**config.mk**
```make
export PLATFORM = sky130hd
export DESIGN_NAME = mem_stage
export DESIGN_NICKNAME = d
export VERILOG_FILES = /design/src/rtl/mem_stage.sv
export SDC_FILE = /design/constraint.sdc
export NUM_CORES = 1
export LEC_CHECK = 0
export CORE_AREA = 2 2 169 171
export DETAILED_ROUTE_END_ITERATION = 8
export DIE_AREA = 0 0 171 173
export PLACE_DENSITY = 0.65
export SYNTH_ARGS = -nofsm -noshare
export SYNTH_HDL_FRONTEND = slang
export SYNTH_SLANG_ARGS = --single-unit
```
**constraint.sdc**
```tcl
create_clock -name clk -period 4.75 [get_ports clk]
set_input_delay 1.425 -clock clk [delete_from_list [all_inputs] [get_ports clk]]
set_output_delay 1.425 -clock clk [all_outputs]
set_load 0.01 [all_outputs]
```
**src/rtl/mem_stage.sv**
```systemverilog
// Memory pipeline stage: registers the execute-to-memory bus, holds the SRAM read word
// across stalls, extracts/extends load data and drives the writeback and bypass buses.
module mem_stage #(
  parameter int STALL_W  = 6,
  parameter int EX_MEM_W = 147,
  parameter int MEM_WB_W = 136
) (
  input  logic                clk,
  input  logic                resetn,
  input  logic                flush,
  input  logic [STALL_W-1:0]  stall,
  input  logic [EX_MEM_W-1:0] ex_to_mem_bus,
  input  logic [31:0]         data_sram_rdata,
  output logic [MEM_WB_W-1:0] mem_to_wb_bus,
  output logic [37:0]         mem_fwd_bus,
  output logic [65:0]         mem_hilo_fwd,
  output logic                load_misalign
);

  localparam int STALL_SELF = 3;
  localparam int STALL_WB   = 4;

  function automatic logic is_load_f(input logic [EX_MEM_W-1:0] bus);
    return bus[43] & (bus[42:39] == 4'b0000) & bus[38];
  endfunction

  logic [EX_MEM_W-1:0] stage_q, stage_d;
  logic                first_cycle_q, first_cycle_d;
  logic [31:0]         rdata_hold_q, rdata_hold_d;

  logic unused_stall;
  assign unused_stall = ^{stall[STALL_W-1:STALL_WB+1], stall[STALL_SELF-1:0]};

  // Next-state for the stage register, first-cycle flag and read-word hold register.
  always_comb begin
    stage_d       = stage_q;
    first_cycle_d = 1'b0;
    rdata_hold_d  = rdata_hold_q;
    if (flush) begin
      stage_d = '0;
    end else if (stall[STALL_SELF] && !stall[STALL_WB]) begin
      stage_d = '0;
    end else if (!stall[STALL_SELF]) begin
      stage_d       = ex_to_mem_bus;
      first_cycle_d = is_load_f(ex_to_mem_bus);
    end else begin
      stage_d = stage_q;
    end
    if (first_cycle_q) begin
      rdata_hold_d = data_sram_rdata;
    end else begin
      rdata_hold_d = rdata_hold_q;
    end
  end

  // State registers with asynchronous active-low reset.
  always_ff @(posedge clk or negedge resetn) begin
    if (!resetn) begin
      stage_q       <= '0;
      first_cycle_q <= 1'b0;
      rdata_hold_q  <= 32'h0000_0000;
    end else begin
      stage_q       <= stage_d;
      first_cycle_q <= first_cycle_d;
      rdata_hold_q  <= rdata_hold_d;
    end
  end

  logic [65:0] hilo_s;
  logic [4:0]  mem_op_s;
  logic [31:0] pc_s;
  logic        sel_rf_res_s;
  logic        rf_we_s;
  logic [4:0]  rf_waddr_s;
  logic [31:0] ex_result_s;
  logic [1:0]  addr_lo_s;
  logic        is_load_s;
  logic [31:0] rdata_eff_s;
  logic [7:0]  byte_s;
  logic [15:0] half_s;
  logic [31:0] load_data_s;
  logic [31:0] rf_wdata_s;

  assign hilo_s       = stage_q[146:81];
  assign mem_op_s     = stage_q[80:76];
  assign pc_s         = stage_q[75:44];
  assign sel_rf_res_s = stage_q[38];
  assign rf_we_s      = stage_q[37];
  assign rf_waddr_s   = stage_q[36:32];
  assign ex_result_s  = stage_q[31:0];
  assign addr_lo_s    = ex_result_s[1:0];
  assign is_load_s    = is_load_f(stage_q);

  // Load data selection: pick the lane, then sign- or zero-extend by mem_op.
  always_comb begin
    rdata_eff_s = first_cycle_q ? data_sram_rdata : rdata_hold_q;
    case (addr_lo_s)
      2'd0:    byte_s = rdata_eff_s[7:0];
      2'd1:    byte_s = rdata_eff_s[15:8];
      2'd2:    byte_s = rdata_eff_s[23:16];
      2'd3:    byte_s = rdata_eff_s[31:24];
      default: byte_s = 8'h00;
    endcase
    if (addr_lo_s[1]) begin
      half_s = rdata_eff_s[31:16];
    end else begin
      half_s = rdata_eff_s[15:0];
    end
    if (mem_op_s[4]) begin
      load_data_s = {{24{byte_s[7]}}, byte_s};
    end else if (mem_op_s[3]) begin
      load_data_s = {24'h000000, byte_s};
    end else if (mem_op_s[2]) begin
      load_data_s = {{16{half_s[15]}}, half_s};
    end else if (mem_op_s[1]) begin
      load_data_s = {16'h0000, half_s};
    end else begin
      load_data_s = rdata_eff_s;
    end
    if (sel_rf_res_s) begin
      rf_wdata_s = load_data_s;
    end else begin
      rf_wdata_s = ex_result_s;
    end
  end

  assign load_misalign = is_load_s &
                         (((mem_op_s[2] | mem_op_s[1]) & addr_lo_s[0]) |
                          (mem_op_s[0] & (addr_lo_s != 2'b00)));

  assign mem_to_wb_bus = {hilo_s, pc_s, rf_we_s, rf_waddr_s, rf_wdata_s};
  assign mem_fwd_bus   = {rf_we_s, rf_waddr_s, rf_wdata_s};
  assign mem_hilo_fwd  = hilo_s;

endmodule

```
Word-level counts from Yosys, hierarchy flattened
Index checks and enable logic that the tools add are counted.
Word-level totals
  bits in registers: 180
  output and inout bits: 241
  logic and storage cells: 36
Cells by class
  equality and inequality tests: 4
  mux-type cells: 14
  bitwise operators: 9
  reduce and logical (&&, ||, !) cells: 6
Operator list (count)
  $mux W147: 3
  $mux W32: 6
  $pmux W8 S4: 1
  $mux W16: 1
  $logic_not A4 Y1: 2
  $and A1 B1 Y1: 7
  $eq A2 B2 Y1 const B: 2
  $mux W1: 3
  $ne A3 B2 Y1 const B: 1
  $eq A2 B1 Y1 const B: 1
  $logic_not A2 Y1: 1
  $or A1 B1 Y1: 2
  $reduce_bool A2 Y1: 1
  $logic_and A1 B1 Y1: 1
  $logic_not A1 Y1: 1

Longest topological paths before layout
Gate-level depths: netlist of run 1.
  word-level depth: 7
  mapped depth: 8

Worst setup path after synthesis of run 1
OpenSTA, ideal clock, no wires.
  path kind: input-to-output
  from: input port data_sram_rdata[31]
  to: output port mem_to_wb_bus[21]
  arrival time: 3.160 ns
  required time: 3.325 ns
  slack: 0.165 ns
  cell stages on the path: 7
  buffers on the path: 2
  cell sequence: mux2i_1 inv_2 mux4_2 a221o_2 buf_6 o22a_1 buf_4
On the way
  longest elaborated chain between the ends: 6
  elaborated cells on any way between the ends: 7
  classes of those cells: 7 x mux
Ends and longest elaborated chain
  start, declared: line 13  | input logic [31:0] data_sram_rdata,
  $mux W32 (*)
  net rdata_eff_s[31]: line 78  | logic [31:0] rdata_eff_s;
  $mux W16: line 104  | if (addr_lo_s[1]) begin
  $mux W32: line 113  | end else if (mem_op_s[2]) begin
  $mux W32: line 111  | end else if (mem_op_s[3]) begin
  $mux W32 (*): line 109  | if (mem_op_s[4]) begin
  $mux W32 (*): line 120  | if (sel_rf_res_s) begin
  end, declared: line 14  | output logic [MEM_WB_W-1:0] mem_to_wb_bus,
The timed path passes the listed nets; every way through them passes the cells marked *.

Worst setup path after layout of run 1
  from: input port data_sram_rdata[15]
  to: register rdata_hold_q[15]
On the way
  longest elaborated chain between the ends: 1
Ends and longest elaborated chain
  $mux W32
  net rdata_eff_s[15]: line 78
  end signal, assigned: line 65  | rdata_hold_q <= rdata_hold_d;
  end, declared: line 29  | logic [31:0] rdata_hold_q, rdata_hold_d;
The timed path passes the listed nets, and every way through them passes these cells.
A chain may end at the register's enable or synchronous reset.

==> results.py, run 1 <==
metrics = {
    "logic_synthesis": {
        "yosys_warnings": 0,
        "ys_ff_latch": 180,
        "synthFlopType": "dfrtp_1",
        "async_reset_ff_frac": 1.00,
        "yosysTopAreaCellShare": 0.510,
        "yosys.area.top_type": "dfrtp_1",
        "yosysSeqAreaShare": 0.510,
        "syn-cell-area_mm2": 0.00883,
        "synth.most_common_cell": "buf_4",
        "avgSynthCellArea_um2": 11.6,
        "syn_nets": 950,
        "synth.area.top_cells": "dfrtp_1 (51%), buf_4 (18%), a22o_1 (15%)",
        "synth.distinct_cells": 36,
        "yosys-top-cells-count": "buf_4 (208), dfrtp_1 (180), a22o_1 (152)",
        "synth-edff-count": 0,
        "syn_inst": 762,
    },
    "clocking": {
        "clk_path_buf_depth": 2,
        "clk_latency_ps": 420,
        "cts-root-buf": "clkbuf_16",
        "cts.sinks": 180,
        "cts_tree": "yes",
        "hold_buffers": 0,
        "cts_buffers": 17,
        "htree_levels": 4,
        "clkTransAtPathRegs_ps": 80,
    },
    "die": {
        "start_util": 0.320,
        "fp-row-count": 61,
        "ios": 429,
        "die_w_um": 171,
        "die_h_um": 173,
        "design.core.area_mm2": 0.0276,
        "die_area_mm2": 0.0296,
    },
    "worst_setup_path": {
        "critPathTopFamily": "buffers and inverters",
        "start_kind": "input pin",
        "path_class": "in2reg",
        "crit_top_cell": "buf_4",
        "endpoint_kind": "flop",
        "path_buf_inv": 30,
        "max_stage_delay_ps": 150,
        "rrSetupSlack_ps": 200,
        "cp.required_ps": 5070,
        "critical_path.max_fanout": 2,
        "slowest_stage": "mux2i_4",
        "worst_ep_arrival_time_ps": 5130,
    },
    "power_and_ir_drop": {
        "pwr-share-comb": 0.198,
        "irDropWorstVdd_uv": 228,
        "static-leakage-power_nw": 5.76,
        "pwr-share-clk": 0.373,
        "p_int_w": 0.00281,
        "p_sw_frac": 0.278,
        "p_per_area_mw_per_mm2": 302,
        "p_switching_w": 0.00108,
        "seq_power_share": 0.429,
    },
    "route": {
        "wirelength_um": 29600,
        "routed_via_density": 4.83,
        "drt_iter0_drc": 350,
        "vias": 6794,
        "drtPass1Iterations": 4,
        "antenna_left": 0,
        "wl_per_cell_um": 21.0,
        "drc": 0,
    },
    "run_status": {
        "status": "complete, but fails checks",
        "violations": "setup timing",
    },
    "global_route": {
        "antenna_found_initial": 0,
        "overflow": 0,
        "grt_pass1_vias": 7132,
        "grt_use_total": 0.199,
        "grt_pass1_wl_um": 44600,
        "grt_max_degree": 82,
    },
    "sta": {
        "rsz0062_at_grt": "yes",
        "max_slew_margin": 0.498,
        "drv_slew": 0,
        "setup_viol": 24,
        "worst_clock_skew_ps": 6.69,
        "period_share": 1.01,
        "tightestPinTransition_ps": 751,
        "hold_viol": 0,
        "fmax_mhz": 208,
        "setup_ws_ps": -61.7,
        "fin_setup_tns_ps": -607,
        "fin_hold_ws_ps": 497,
        "fin_crit_ps": 4810,
    },
    "flow_run": {
        "drv_cap": 0,
    },
    "placed_design": {
        "io_buffers": 424,
        "place_hpwl_um": 21100,
        "gp_congestion": 0.817,
    },
    "final_layout": {
        "layout-drive-gt1-share": 0.178,
        "nets": 1203,
        "syn2layout_area_growth_pct": 46.1,
        "fill_cells": 2595,
    },
    "hold_path": {
        "hold_path_class": "reg2reg",
    },
}
## path summary, 6_finish.rpt
check,from,to,cells past startpoint
worst max-delay path,data_sram_rdata[15],rdata_hold_q[15],31
worst min-delay path,stage_q[70],stage_q[70],1
worst max register to register,first_cycle_q,rdata_hold_q[15],30
worst min register to register,stage_q[70],stage_q[70],1
max in group asynchronous,resetn,stage_q[124],2
min in group asynchronous,resetn,rdata_hold_q[26],1
## registers in the layout (all words and copies together) (netlist names)
signal	cells
rdata_hold_q	32
stage_q	147
first_cycle_q	1
## timing repair
item / 4_1_cts / 5_1_grt
pin swaps: 4 / 9
endpoints found under the setup margin: 52 / 45
cloned: 1 / 0
endpoints found under the hold margin: 0 / 0
resized for setup: 153 / 42
buffers inserted: 36 / 2
## power by group through the flow
stage	Sequential [W]	Clock, W	Combinational, W
4_1_cts	0.00167	0.00151	0.000770
3_3_place_gp	0.00170	0	0.000747
3_5_place_dp	0.00170	0	0.000756
6_report	0.00167	0.00145	0.000770
5_1_grt	0.00168	0.00157	0.000823
2_1_floorplan	0.00168	0	0.000385
## per-layer routing
| layer | vias up | track usage | share of wire |
|---|---|---|---|
| li1 | 3047 | - | - |
| met1 | 3376 | 0.241 | 0.40 |
| met2 | 346 | 0.340 | 0.50 |
| met3 | 25 | 0.0581 | 0.084 |
| met4 | 0 | 0.0572 | 0.020 |
| met5 | - | 0 | 0 |
## cell families after synthesis
group,Yosys count,synth area share
mux,38,0.0486
simple gates,72,0.0419
compound gates,208,0.197
flops,180,0.510
buf+inv,264,0.203
## cells in the final DEF (no fill, tap or decap), drive strengths merged, types with 2 or more instances in the layout
master,count
a22o,152
a221o,2
mux2i,8
buf,94
clkbuf,29
mux2,29
a21oi,4
o21ai,7
inv,16
dfrtp,180
o21a,3
nand2,6
a31oi,8
nand2b,8
o22a,16
nor3,16
clkinv,4
dlygate4sd2,9
clkdlybuf4s50,368
clkdlybuf4s15,6
o211ai,7
nor2,21
nor2b,14
o22ai,6
## stage by stage
stage	util	cells	power [W]	instance area [um^2]	setup WS (ps)
2_1_floorplan	-	762	0.00206	8830	165
3_3_place_gp	0.437	1336	0.00244	12100	-704
3_5_place_dp	0.437	1336	0.00245	12100	-738
4_1_cts	0.466	1405	0.00395	12900	3.22
5_1_grt	0.467	1406	0.00407	12900	-110
6_report	0.467	1407	0.00389	12900	-61.7
## layout make-up
type / count / area, um^2 / area share
timing repair buffer: 490 / 4670 / 0.362
sequential: 180 / 4500 / 0.349
multi-input combinational: 319 / 2630 / 0.204
tap: 378 / 473 / 0.0367
clock buffer: 17 / 425 / 0.0330
clock inverter: 15 / 161 / 0.0125
inverter: 7 / 26.3 / 0.00204
antenna: 1 / 2.50 / 0.000194
No activity file was read; power rests on OpenSTA's default activity.
==> run 2: changes to the inputs <==
CTS_CLUSTER_SIZE = 24   (was not set)
==> results of run 2 <==
No change in the layout: final DEF, timing and power equal those of run 1.
==> run 3: changes to the inputs <==
HOLD_SLACK_MARGIN = 0.1   (was not set)
SETUP_SLACK_MARGIN = 0.5   (was not set)
==> results.py, run 3 (synthesis gave the netlist of run 1 again) <==
metrics = {
    "die": {
        "start_util": 0.320,
        "die_h_um": 173,
        "fp-row-count": 61,
        "die_w_um": 171,
        "ios": 429,
        "die_area_mm2": 0.0296,
        "design.core.area_mm2": 0.0276,
    },
    "worst_setup_path": {
        "max_stage_delay_ps": 530,
        "endpoint_kind": "primary output",
        "timing.critical_path.cells": "buf_6, mux2_4, mux4_2, a221o_2, buf_6, buf_6, o22a_1, buf_2",
        "crit_top_cell": "buf_6",
        "crit_start": "data_sram_rdata[23]",
        "start_kind": "input pin",
        "cp.required_ps": 3320,
        "critPathTopFamily": "multiplexers",
        "path_class": "in2out",
        "critical_path.max_fanout": 5,
        "reg2reg_from": "first_cycle_q",
        "worst_ep_arrival_time_ps": 3380,
        "path_buf_inv": 4,
        "slowest_stage": "mux4_2",
    },
    "sta": {
        "fin_hold_ws_ps": 496,
        "setup_viol": 10,
        "fin_setup_tns_ps": -510,
        "rsz0062_at_grt": "yes",
        "drv_slew": 0,
        "setup_ws_ps": -56.4,
        "period_share": 1.01,
        "fmax_mhz": 208,
        "hold_viol": 0,
        "worst_clock_skew_ps": 6.43,
        "fin_crit_ps": 4810,
        "max_slew_margin": 0.464,
        "tightestPinTransition_ps": 802,
    },
    "global_route": {
        "grt_pass1_wl_um": 42800,
        "grt_pass1_vias": 7026,
        "overflow": 0,
        "grt_max_degree": 90,
        "antenna_found_initial": 1,
        "grt_use_total": 0.190,
    },
    "clocking": {
        "cts_tree": "yes",
        "clkTransAtPathRegs_ps": 70,
        "cts-root-buf": "clkbuf_16",
        "htree_levels": 4,
        "cts_buffers": 17,
        "cts.sinks": 180,
        "clk_latency_ps": 420,
        "clk_path_buf_depth": 2,
    },
    "placed_design": {
        "place_hpwl_um": 19900,
        "gp_congestion": 0.836,
        "dp_cells": 1334,
        "io_buffers": 424,
    },
    "route": {
        "drtPass1Iterations": 4,
        "routed_via_density": 4.80,
        "wirelength_um": 28600,
        "drc": 0,
        "antenna_left": 0,
        "vias": 6691,
        "drt_iter0_drc": 382,
        "wl_per_cell_um": 20.5,
    },
    "final_layout": {
        "largest_register_ffs": 147,
        "nets": 1190,
        "regArea_mm2": 0.00451,
        "layout-drive-gt1-share": 0.221,
        "fill_cells": 2633,
        "fin_util": 0.470,
        "fin_cells": 1394,
        "multi_input_area_mm2": 0.00286,
        "layout_common_cells": "clkdlybuf4s50_1 (347), dfrtp_1 (179), a22o_1 (152)",
        "top_regs": "stage_q (147), rdata_hold_q (32), first_cycle_q (1)",
        "regMostFlops": "stage_q",
        "syn2layout_area_growth_pct": 47.0,
        "layout_commonest_cell": "clkdlybuf4s50_1",
    },
    "power_and_ir_drop": {
        "p_total_w": 0.00390,
        "static-leakage-power_nw": 5.77,
        "p_per_area_mw_per_mm2": 301,
        "irDropWorstVdd_uv": 193,
    },
    "run_status": {
        "status": "complete, but fails checks",
        "violations": "setup timing",
    },
    "hold_path": {
        "hold_path_startpoint": "stage_q[39]",
        "hold_path_class": "reg2reg",
    },
    "flow_run": {
        "drv_cap": 0,
    },
}
-- run 3: cell types whose count changed in the layout (fill, tap and decap cells not counted), sizes merged --
cell | before | now
clkbuf | 29 | 22
dlymetal6s2s | 1 | 0
clkdlybuf4s50 | 368 | 347
clkinv | 4 | 5
dlygate4sd2 | 9 | 5
clkinvlp | 1 | 0
clkdlybuf4s15 | 6 | 2
buf | 94 | 119
inv | 16 | 15
-- run 3: layer usage --
metal	vias to the layer above	global-route usage	routed length, um
met5	-	0	0
met4	0	0.0614	588
met3	29	0.0510	2130
met2	302	0.320	14300
met1	3335	0.236	11500
li1	3025	-	-
-- run 3: cell type report --
cell class,instances,share of cell area
Clock buffer,18,0.0338
Timing Repair Buffer,477,0.348
Inverter,7,0.00202
Tap cell,378,0.0364
Multi-Input combinational cell,319,0.220
Antenna cell,1,0.000193
Clock inverter,14,0.0121
Sequential cell,180,0.347
-- run 3: path summary, 6_finish.rpt --
check	slack [ps]	to	cells past startpoint
hold / removal	500	stage_q[39]	1
setup reg to reg	3110	rdata_hold_q[9]	4
min in group asynchronous	1040	stage_q[27]	1
hold reg to reg	500	stage_q[39]	1
setup / recovery	-60	mem_to_wb_bus[22]	8
max in group asynchronous	2840	stage_q[54]	2
-- run 3: metrics by stage --
step	worst slack, ps	cell area [um^2]
6_report	-56.4	13000
5_1_grt	-80.0	13000
3_3_place_gp	-662	12100
4_1_cts	-28.6	12800
3_5_place_dp	-667	12100
2_1_floorplan	236	8900
-- run 3: timing repair --
item	CTS	global route
gates cloned	1	0
gates resized for setup	348	29
setup buffers	24	2
endpoints found under the setup margin	64	63
pin swaps	16	17
hold buffers	0	0
-- run 3: power breakdown --
group          internal (W)  switching (W)  leakage [nW]
sequential          0.00161      0.0000576          2.42
clock              0.000766       0.000696         0.296
combinational      0.000445       0.000327          3.05
